[src/rtl/mux_32.sv]
// mux_32: 32-to-1 selector with a combinational output and a registered copy.
// Input k of d sits at d[k*WIDTH +: WIDTH]; s picks which input drives y.
// y_q captures y on a rising clk edge when the load condition holds, and
// clears asynchronously while rst_n is low.
// Optional feature macro: MUX32_VALID_EN (adds in_valid / out_valid and
// gates the capture of y_q with in_valid).
module mux_32 #(
   parameter int WIDTH = 1
) (
   input  logic                  clk,
   input  logic                  rst_n,
   input  logic [32*WIDTH-1:0]   d,
   input  logic [4:0]            s,
   input  logic                  ld,
`ifdef MUX32_VALID_EN
   input  logic                  in_valid,
   output logic                  out_valid,
`endif
   output logic [WIDTH-1:0]      y,
   output logic [WIDTH-1:0]      y_q
);

   logic load_d;

   // Route input number s to y; an unknown select poisons y with X.
   always_comb begin
      y = {WIDTH{1'bx}};
      case (s)
         5'd0:    y = d[0*WIDTH +: WIDTH];
         5'd1:    y = d[1*WIDTH +: WIDTH];
         5'd2:    y = d[2*WIDTH +: WIDTH];
         5'd3:    y = d[3*WIDTH +: WIDTH];
         5'd4:    y = d[4*WIDTH +: WIDTH];
         5'd5:    y = d[5*WIDTH +: WIDTH];
         5'd6:    y = d[6*WIDTH +: WIDTH];
         5'd7:    y = d[7*WIDTH +: WIDTH];
         5'd8:    y = d[8*WIDTH +: WIDTH];
         5'd9:    y = d[9*WIDTH +: WIDTH];
         5'd10:   y = d[10*WIDTH +: WIDTH];
         5'd11:   y = d[11*WIDTH +: WIDTH];
         5'd12:   y = d[12*WIDTH +: WIDTH];
         5'd13:   y = d[13*WIDTH +: WIDTH];
         5'd14:   y = d[14*WIDTH +: WIDTH];
         5'd15:   y = d[15*WIDTH +: WIDTH];
         5'd16:   y = d[16*WIDTH +: WIDTH];
         5'd17:   y = d[17*WIDTH +: WIDTH];
         5'd18:   y = d[18*WIDTH +: WIDTH];
         5'd19:   y = d[19*WIDTH +: WIDTH];
         5'd20:   y = d[20*WIDTH +: WIDTH];
         5'd21:   y = d[21*WIDTH +: WIDTH];
         5'd22:   y = d[22*WIDTH +: WIDTH];
         5'd23:   y = d[23*WIDTH +: WIDTH];
         5'd24:   y = d[24*WIDTH +: WIDTH];
         5'd25:   y = d[25*WIDTH +: WIDTH];
         5'd26:   y = d[26*WIDTH +: WIDTH];
         5'd27:   y = d[27*WIDTH +: WIDTH];
         5'd28:   y = d[28*WIDTH +: WIDTH];
         5'd29:   y = d[29*WIDTH +: WIDTH];
         5'd30:   y = d[30*WIDTH +: WIDTH];
         5'd31:   y = d[31*WIDTH +: WIDTH];
         default: y = {WIDTH{1'bx}};
      endcase
   end

   // Decide whether the coming edge captures y into y_q.
   always_comb begin
`ifdef MUX32_VALID_EN
      load_d = in_valid & ld;
`else
      load_d = ld;
`endif
   end

`ifdef MUX32_VALID_EN
   // Output register plus its valid flag; both clear while rst_n is low.
   always_ff @(posedge clk or negedge rst_n) begin
      if (!rst_n) begin
         y_q       <= {WIDTH{1'b0}};
         out_valid <= 1'b0;
      end else begin
         out_valid <= load_d;
         if (load_d) begin
            y_q <= y;
         end else begin
            y_q <= y_q;
         end
      end
   end
`else
   // Output register; captures y when loaded, clears while rst_n is low.
   always_ff @(posedge clk or negedge rst_n) begin
      if (!rst_n) begin
         y_q <= {WIDTH{1'b0}};
      end else if (load_d) begin
         y_q <= y;
      end else begin
         y_q <= y_q;
      end
   end
`endif

endmodule

[config.mk]
export PLATFORM = sky130hd
export DESIGN_NAME = mux_32
export DESIGN_NICKNAME = d
export VERILOG_FILES = /design/src/rtl/mux_32.sv
export SDC_FILE = /design/constraint.sdc
export NUM_CORES = 1
export LEC_CHECK = 0
export ABC_AREA = 1
export ABC_CLOCK_PERIOD_IN_PS = 1300
export CORE_MARGIN = 2
export CORE_UTILIZATION = 28
export CTS_CLUSTER_SIZE = 20
export DETAILED_ROUTE_END_ITERATION = 10
export GPL_TIMING_DRIVEN = 0
export PLACE_DENSITY = 0.79
export SLEW_MARGIN = 20
export SYNTH_ARGS = -nofsm -noshare
export SYNTH_HDL_FRONTEND = slang
export SYNTH_SLANG_ARGS = --single-unit
[constraint.sdc]
create_clock -name clk -period 1.3 [get_ports clk]
set_clock_uncertainty 0.05 [all_clocks]
set_input_delay 0.26 -clock clk [delete_from_list [all_inputs] [get_ports clk]]
set_output_delay 0.26 -clock clk [all_outputs]
set_load 0.02 [all_outputs]
==> results.txt <==
The first global-routing pass estimated roughly 3200 µm of wire. The final cell utilization of the core is 0.732. The net count reported at finish came out at roughly 170.

The vertical die dimension came out at 42.0 µm. The netlist uses 11 different library cells. The total internal power came out at roughly 190 µW.

After detailed routing, the number of remaining DRC violations is 0. The number of flip-flops in the largest register came out at 1. Leaving out fill and tap cells, the most frequent cells in the layout are sky130_fd_sc_hd__nand2_1, sky130_fd_sc_hd__dlygate4sd2_1, sky130_fd_sc_hd__nor2_1, sky130_fd_sc_hd__nand3_1, sky130_fd_sc_hd__clkdlybuf4s50_1. The standard cell core area is approximately 0.0013 mm².

The detail-routed net length per standard cell is between 10 and 15 µm. Of the post-synthesis cell area, the dominant cell type holds 0.316. In this run the power density over the cells is about 330 mW/mm².

The leakage power summed over all cells is 0.493 nW. The relative contribution of combinational cells to total power came out at 0.879. The die area came out at between 0.0015 and 0.002 mm². The number of fill cells in the layout is 114.

The kind of cell with the highest combined delay along the critical path is simple AND/OR/NAND/NOR gates. The width of the die is ~42 µm. The largest fanout of any net on the critical path is 7.

The effective utilization at floorplan came out at 0.307. In this run the cell area of the synthesized design comes to 404 µm². After the first detailed-routing iteration, the DRC count stood at 11.

Tracing the worst setup path back leads to its startpoint at s[0]. The final reports fail on setup timing. Of the available clock period, the critical path in the final layout requires 1.20. Yosys attributes the largest share of cell area to sky130_fd_sc_hd__nand2_1, sky130_fd_sc_hd__nand3_1, sky130_fd_sc_hd__nor2_1. The total track usage is 0.220.

The path class of the tightest hold or removal check is primary input to async pin. The number of core rows came out at 13. The critical path start-end classification is primary input to output port. The clock transition time at the flip-flop clock pins of the worst setup and hold paths is 0 ns.

STA classifies the critical path endpoint as an output port. The highest-delay cell along the critical path is sky130_fd_sc_hd__nor2_4. The detailed-route vias per instance is about 5.

On the worst path, the slowest cell contributes a delay of 0.20 ns. The placer's final routability congestion estimate came out at around 0.85. The pin count of the biggest net entering global routing came out at 8. Setup repair after global routing could not meet its margin everywhere. During I/O placement, the number of pins put on the boundary was 42. The net count of the mapped netlist is 128.

The run finished, with violations left. The number of global-route vias before repair is around 800. The switching part of the total came out at 0.415. The reported net switching power came out at between 100 and 150 µW. The routed wire length came out at between 1500 and 2000 µm. The synthesized area per cell is 4.59 µm². The total iterations of the first detailed-routing run is 4.

The peak ir drop on the vdd network is about 0.23 mV. The share of total power dissipated in sequential elements is 0.121. The number of antenna violations at the first check in global routing is 0.

The instance count on the critical path came out at 11. The Yosys step of the flow raised 0 warnings. The buffering stage count on the worst path with inverters included came out at 4.

Derived from the worst setup path, the maximum achievable clock frequency is between 0.6 and 0.7 GHz. The largest total area in the synthesized netlist belongs to sky130_fd_sc_hd__nand2_1. The part of the total power dissipated in the clock network came out at 0.

The library cell used most frequently in the layout, excluding fill and tap cells, is sky130_fd_sc_hd__nand2_1. The largest registers in the layout are y_q x1. The startpoint of the lowest-slack register-to-register path is y_q. The final worst setup slack is -0.260 ns.

The reported max-cap violation count is 0. Ranked by flip-flop count, first place goes to y_q. The number of routed nets with antenna violations came out at 0. Of the cells placed in the final design, the portion with a size suffix greater than 1 is 0.280. After technology mapping, the gate count stands at 88. The worst setup path is launched from a primary input. The critical path arrival came out at 1.25 ns. The antenna diode instance count is 0. The signal on the critical path passes through buf_12, inv_8, nor2_4, buf_6, nand3_2, nand4_1, nor2_1, nand2_1, nand2_1, nand2_2, buf_6. The smallest clock period supported by the final layout is computed as 1.56 ns. The final-report hold violation count is 0.

The worst slew slack as a fraction of its limit came out at 0.845. In this run the tool buffered the top-level ports with between 40 and 50 buffer cells. For this run, the register share of the synthesized area comes to 0.0619. The transition time at the pin with the least slew margin came out at 0.232 ns. The routed layout has 736 vias. The total overflow left after global routing is 0. The count of hold-fix buffers inserted at cts came out at 0.

The clock latency reported for the late side of the worst-skew pair came out at 0 ns. The number of failing setup endpoints in the final timing report is 2. After synthesis the netlist holds a flip-flop and latch count of 1.

Once detailed placement completed, the half-perimeter wirelength came to between 1000 and 1500 µm. The length in cells of the worst reg-to-reg path came out at 2. The worst slack at placement is -1.25 ns.

The number of slew-limit violations in the final report is 0. The required time at the endpoint of the critical path came out at a little under 1 ns. The area growth from synthesis to layout is 139%.
synthesized netlist by cell type (all sizes together):
cell / count
nand2: 37
nor2: 20
nand3: 18
inv: 7
nand4: 3
a21oi: 1
dfrtp: 1
nor3: 1
worst reg2reg max path, stage by stage, from the launching register on:
cell,delay [ns]
sky130_fd_sc_hd__dfrtp_1,0.35
sky130_fd_sc_hd__nand2_1,0.08
sky130_fd_sc_hd__nand2_2,0.04
area by class of cell:
cell class	count	area, µm²	area share
timing repair buffer	44	445	0.462
multi-input combinational	80	439	0.455
inverter	7	36.3	0.0376
sequential	1	25.0	0.0259
tap	15	18.8	0.0195
layer usage:
metal / vias up / GRT usage / part of all wire / wire [µm]
met5: - / 0 / 0 / 0
met4: 0 / 0.0581 / 0.025 / 47
met3: 6 / 0.0259 / 0.054 / 102
met2: 34 / 0.434 / 0.54 / 1010
met1: 322 / 0.241 / 0.38 / 715
li1: 374 / - / - / -
cell families after synthesis:
group,synth area share
AOI/OAI and AO/OA,0.0124
buffers and inverters,0.0650
DFF,0.0619
and+or+nand+nor,0.861
final timing paths:
path	end	slack, ns
min in group clk	y_q	0.42
max in group asynchronous	y_q	0.74
min reg2reg	y_q	0.42
max reg2reg	y_q	0.66
min	y_q	0.36
max	y	-0.26
power by group through the flow:
stage	combinational (mW)	sequential, mW	clock [mW]
detailed placement	0.244	0.0391	0
finish	0.280	0.0388	0
global route	0.304	0.0401	0
floorplan	0.0772	0.0451	0
global placement	0.242	0.0385	0
CTS	0.260	0.0387	0
what timing repair did:
action / in CTS / in global routing
resized for setup: 88 / 13
buffers inserted: 2 / 1
pin swaps: 34 / 16
endpoints found under the setup margin: 2 / 2
hold endpoints to repair: 0 / 0
per-stage QoR:
step / power [mW] / instances / TNS (ns) / hold WS (ns) / area (µm²)
final: 0.319 / 147 / -0.474 / 0.359 / 965
after global placement: 0.280 / 144 / -1.76 / 0.359 / 836
after detailed placement: 0.283 / 144 / -1.84 / 0.360 / 836
after global routing: 0.344 / 147 / -0.734 / 0.368 / 965
after floorplan: 0.122 / 88 / 0 / -0.0856 / 407
after CTS: 0.298 / 146 / -0.430 / 0.360 / 912
Power figures use the tool's default switching activity.
